==> config.mk <==
export PLATFORM = sky130hd
export DESIGN_NAME = geom_mem_arbiter
export DESIGN_NICKNAME = d
export VERILOG_FILES = /design/src/rtl/geom_mem_arbiter.sv
export SDC_FILE = /design/constraint.sdc
export NUM_CORES = 1
export LEC_CHECK = 0
export BUFFER_PORTS_ARGS = -buffer_cell sky130_fd_sc_hd__buf_2
export CORE_AREA = 5 5 184 186
export CTS_CLUSTER_SIZE = 25
export DETAILED_ROUTE_END_ITERATION = 16
export DIE_AREA = 0 0 189 191
export PLACE_DENSITY = 0.47
export SLEW_MARGIN = 20
export SYNTH_ARGS = -nofsm -noshare
export SYNTH_HDL_FRONTEND = slang
export SYNTH_SLANG_ARGS = --single-unit
==> constraint.sdc <==
create_clock -name clk -period 2 [get_ports clk]
set_input_delay 0.2 -clock clk [delete_from_list [all_inputs] [get_ports clk]]
set_output_delay 0.2 -clock clk [all_outputs]
set_load 0.02 [all_outputs]
==> src/rtl/geom_mem_arbiter.sv <==
// geom_mem_arbiter: shares one single-port geometry RAM between a write
// requester (SPI loader) and a read requester (frame driver).
// Ownership is sticky so bursts run back-to-back. Reads win a tie from idle.
// A saturating wait counter per side lets a starved requester preempt the owner.
// Read data returns RD_LAT cycles after issue, flagged by rd_valid.
// Optional feature macro: GEOM_ARB_STATS_EN adds saturating 16-bit access and
// conflict counters (stat_rd_cnt, stat_wr_cnt, stat_conflict_cnt).
module geom_mem_arbiter #(
  parameter int ADDR_W   = 13,
  parameter int DATA_W   = 108,
  parameter int RD_LAT   = 2,
  parameter int MAX_WAIT = 8
) (
  input  logic              clk,
  input  logic              rst,
  input  logic              wr_req,
  input  logic [ADDR_W-1:0] wr_addr,
  input  logic [DATA_W-1:0] wr_data,
  output logic              wr_gnt,
  input  logic              rd_req,
  input  logic [ADDR_W-1:0] rd_addr,
  output logic              rd_gnt,
  output logic              rd_valid,
  output logic [DATA_W-1:0] rd_data,
  output logic              mem_en,
  output logic              mem_we,
  output logic [ADDR_W-1:0] mem_addr,
  output logic [DATA_W-1:0] mem_wdata,
  input  logic [DATA_W-1:0] mem_rdata,
`ifdef GEOM_ARB_STATS_EN
  output logic [15:0]       stat_rd_cnt,
  output logic [15:0]       stat_wr_cnt,
  output logic [15:0]       stat_conflict_cnt,
`endif
  output logic              busy
);

  typedef enum logic [1:0] {
    NONE   = 2'd0,
    OWN_RD = 2'd1,
    OWN_WR = 2'd2
  } state_t;

  localparam logic [7:0] WAIT_MAX = 8'(MAX_WAIT);

  state_t            state;
  state_t            state_nxt;
  logic [7:0]        rd_wait;
  logic [7:0]        wr_wait;
  logic              rd_sel;
  logic              wr_sel;
  logic [RD_LAT-1:0] vld_p;
  logic [RD_LAT:0]   vld_ext;
  logic [RD_LAT-1:0] vld_nxt;
  logic              mem_rd;

  // Waiting counter: counts denied cycles, saturates, clears on grant or drop.
  function automatic logic [7:0] wait_next(input logic req, input logic gnt,
                                           input logic [7:0] cnt);
    if (!req || gnt)
      return 8'd0;
    else if (cnt == WAIT_MAX)
      return cnt;
    else
      return cnt + 8'd1;
  endfunction

  // Grant decision: sticky owner, read wins from idle, starved side preempts.
  always_comb begin
    rd_sel = 1'b0;
    wr_sel = 1'b0;
    if (!rst) begin
      if (rd_req && wr_req) begin
        unique case (state)
          OWN_RD: begin
            if (wr_wait == WAIT_MAX) wr_sel = 1'b1;
            else                     rd_sel = 1'b1;
          end
          OWN_WR: begin
            if (rd_wait == WAIT_MAX) rd_sel = 1'b1;
            else                     wr_sel = 1'b1;
          end
          default: rd_sel = 1'b1;
        endcase
      end else if (rd_req) begin
        rd_sel = 1'b1;
      end else if (wr_req) begin
        wr_sel = 1'b1;
      end
    end
    if (rd_sel)      state_nxt = OWN_RD;
    else if (wr_sel) state_nxt = OWN_WR;
    else             state_nxt = NONE;
  end

  assign rd_gnt = rd_sel;
  assign wr_gnt = wr_sel;

  // Next content of the read-valid pipe: shift in reads currently on the RAM port.
  assign mem_rd  = mem_en & ~mem_we;
  assign vld_ext = {vld_p, mem_rd};
  assign vld_nxt = vld_ext[RD_LAT-1:0];

  // Owner FSM with registered RAM issue, wait counters and busy flag.
  always_ff @(posedge clk) begin
    if (rst) begin
      state     <= NONE;
      rd_wait   <= 8'd0;
      wr_wait   <= 8'd0;
      mem_en    <= 1'b0;
      mem_we    <= 1'b0;
      mem_addr  <= '0;
      mem_wdata <= '0;
      busy      <= 1'b0;
    end else begin
      state   <= state_nxt;
      rd_wait <= wait_next(rd_req, rd_sel, rd_wait);
      wr_wait <= wait_next(wr_req, wr_sel, wr_wait);
      mem_en  <= rd_sel | wr_sel;
      mem_we  <= wr_sel;
      if (wr_sel) begin
        mem_addr  <= wr_addr;
        mem_wdata <= wr_data;
      end else if (rd_sel) begin
        mem_addr  <= rd_addr;
      end
      busy <= (state_nxt != NONE) || (|vld_nxt);
    end
  end

  // Read-return valid pipe; reset discards every read in flight.
  always_ff @(posedge clk) begin
    if (rst) vld_p <= '0;
    else     vld_p <= vld_nxt;
  end

  assign rd_valid = vld_p[RD_LAT-1];
  assign rd_data  = mem_rdata;

`ifdef GEOM_ARB_STATS_EN
  // Saturating 16-bit event counter increment.
  function automatic logic [15:0] sat_inc(input logic ev, input logic [15:0] cnt);
    if (ev && cnt != 16'hFFFF) return cnt + 16'd1;
    else                       return cnt;
  endfunction

  // Access and conflict statistics.
  always_ff @(posedge clk) begin
    if (rst) begin
      stat_rd_cnt       <= 16'd0;
      stat_wr_cnt       <= 16'd0;
      stat_conflict_cnt <= 16'd0;
    end else begin
      stat_rd_cnt       <= sat_inc(rd_sel, stat_rd_cnt);
      stat_wr_cnt       <= sat_inc(wr_sel, stat_wr_cnt);
      stat_conflict_cnt <= sat_inc(rd_req & wr_req, stat_conflict_cnt);
    end
  end
`endif

endmodule

==> impl_metrics.tcl <==
set metrics [dict create \
    grt_use_met3_pct 5.752 \
    synthTopCellsByArea "dfxtp_1 41%, buf_4 13%, a21boi_0 12%, a31o_2 9.5%, a31o_1 4.0%" \
    skew_ps 15.35 \
    synth_cells 711 \
    power_mw 8.078 \
    cp_data_required_time_ps 1800 \
    grt_pass1_vias 6897 \
    use_met1_pct 18.24 \
    synth_async_sr_flop_share_pct 0 \
    synth_compound_area_share_pct 33.49 \
    synthesis.area_mm2 0.007027 \
    ys_seq_elements 144 \
    hold_buffers 0 \
    vias 6526 \
    fin_ws_ps -333.9 \
    dpl_worst_slack_ps -214.9 \
    startpoint_type "flop" \
    violations "setup timing" \
    place_congestion 0.7351 \
    io_pins 481 \
    cts_root_buffer "clkbuf_16" \
    grt.busiest_layer "met2" \
    hold_ws_ps 67.98 \
    remaining_drc_errors 0 \
    fp-row-count 66 \
    power_density_mw_per_mm2 685.7 \
    finalSetupViolations 127 \
    synthTopCellsByCount "144 x dfxtp_1, 117 x buf_4, 108 x a21boi_0" \
    synth_most_common_cell "dfxtp_1" \
    clk_pin_slew_ps 60 \
    synth.avg_cell_area_um2 9.883 \
    drive_gt1_share_pct 69.02 \
    final_antenna_net_count 0 \
    antenna_found_initial 0 \
    status "finished, violations left" \
    muxShareOfSynthArea_pct 0.1425 \
    vdd_drop_max_mv 0.4494 \
    die_area_mm2 0.03610 \
    drtIter0Drc 233 \
    clk_latency_ps 440 \
    htree_levels 4 \
    worstMarginPinSlew_ps 757.5 \
    whs_path_depth 2 \
    cts_sinks 144 \
    synth_edf_count 0 \
    design.core.area_mm2 0.03212 \
    totalWireLength_um 30630 \
    synth_xor_xnor_area_share_pct 1.620 \
    viasPerCell 4.760 \
    crit_type "reg2out" \
    min_period_ps 2334 \
    start_util_pct 21.87 \
    worstRegToRegCells 11 \
    synth_top_area_cell "dfxtp_1" \
    final_util_pct 36.67 \
    synthAdderAreaFrac_pct 1.068 \
    ys_warn_count 0 \
    leakagePower_nw 5.138 \
    synthSimpleGateAreaFrac_pct 5.823 \
    yosys_most_used_dff "dfxtp_1" \
    slew-limit-headroom_pct 49.50 \
    port_buffers 264 \
    synth_top_area_share_pct 41.03 \
    synth.yosys.seq_area_share_pct 41.03 \
    dp_hpwl_um 18750 \
    grt_max_degree 111 \
    grtUsageTotal_pct 16.17 \
    max-cap-violations 0 \
    cts.path.max_buffers 2 \
    die_x_um 189 \
    worst_setup_path_end_kind "output port" \
    grt_first_pass_wirelength_um 44510 \
    synth_top_family_by_area "compound AO/OA/AOI/OAI gates" \
    ys_types 45 \
    wl_per_cell_um 22.34 \
    crit_arrival_ps 2130 \
    min-delay-path-class "in2reg" \
    finalHoldViolations 0 \
    die_h_um 191 \
    cts-buffers-inserted 17 \
    nets 1201 \
    max_freq_ghz 0.4285 \
    post-route-period-util_pct 116.7 \
    rsz0062_at_grt "yes" \
    drtPass1Iterations 4 \
    grt_overflow_total 0 \
    syn_nets 963 \
    cts_tree "done" \
    slew_violations 0 \
    area_growth_pct 67.65 \
    crit_fanout 3 \
    grt_util_met2_pct 28.23 \
]
[critical path: stages, from the launching register on]
cell,delay (ps)
dfxtp_2,320
inv_2,70
ha_4,120
or4b_4,490
o31a_1,350
a21oi_4,210
buf_6,140
[final cells by class]
| type | instances | area, um^2 |
|---|---|---|
| multi-input cells | 381 | 4237 |
| clock inverters | 15 | 175.2 |
| repair buffers | 394 | 3495 |
| flip-flops and latches | 144 | 2888 |
| diodes | 1 | 2.502 |
| clock buffers | 17 | 425.4 |
| fillers | 3129 | 20340 |
| well taps | 408 | 510.5 |
| inverters | 11 | 47.55 |
[timing repair]
item,CTS,global route
setup endpoints to repair,128,138
gates cloned,33,5
gates resized for setup,254,171
pin swaps,83,50
setup buffers,41,11
[layer usage]
layer	share of wire (%)	wire, um	vias to the layer above
li1	-	-	3019
met1	39	11800	3197
met2	51	15610	243
met3	7.9	2418	67
met4	2.6	808	0
met5	0	0	-
[cell usage in the layout (no fill, tap or decap), types with 5 or more instances in the layout]
| master | n |
|---|---|
| buf_2 | 262 |
| dfxtp_1 | 140 |
| a21boi_2 | 99 |
| a31o_4 | 55 |
| buf_4 | 41 |
| a31o_1 | 32 |
| buf_12 | 31 |
| buf_16 | 28 |
| clkbuf_16 | 22 |
| a31o_2 | 21 |
| nor2_1 | 15 |
| buf_6 | 15 |
| nand3b_1 | 13 |
| a211oi_1 | 13 |
| nand3_1 | 12 |
| a21oi_1 | 12 |
| a311oi_2 | 12 |
| a2bb2oi_1 | 10 |
| buf_8 | 10 |
| xor2_1 | 9 |
| a31oi_4 | 9 |
| a21boi_4 | 6 |
| inv_1 | 5 |
| inv_6 | 5 |
[metrics by stage]
step	cells	TNS, ps	instance area [um^2]
floorplan	711	-4474	7158
global placement	1259	-18220	8339
detailed placement	1259	-17680	8339
CTS	1364	-30330	11150
global route	1370	-33610	11780
finish	1371	-22530	11780
[cells by family (layout without fill, tap and decap cells)]
logic type,Yosys count,after routing
AOI/OAI and AO/OA,294,294
buffers and inverters,186,437
DFF,144,144
and+or+nand+nor,67,67
xor gates and xnor gates,13,13
adders and majority gates,6,6
muxes,1,1
other,0,1
[flip-flops by register name, indices dropped and copies added (netlist names)]
signal	flops
state	2
rd_wait	8
wr_wait	8
vld_p	2
mem_en	1
mem_addr	13
busy	1
mem_we	1
mem_wdata	108
[final timing paths]
path | slack, ps | end | from
setup / recovery | -330 | rd_gnt | rd_wait[1]
hold / removal | 70 | vld_p[1] | rst
setup reg to reg | -270 | mem_wdata[3] | rd_wait[1]
hold reg to reg | 460 | vld_p[1] | vld_p[0]
[report_power, final]
group / switching [mW] / internal, mW
logic: 0.783 / 0.786
clock network: 1.48 / 1.88
registers: 0.113 / 3.03
total: 2.38 / 5.70
No activity file was read; power rests on OpenSTA's default activity.
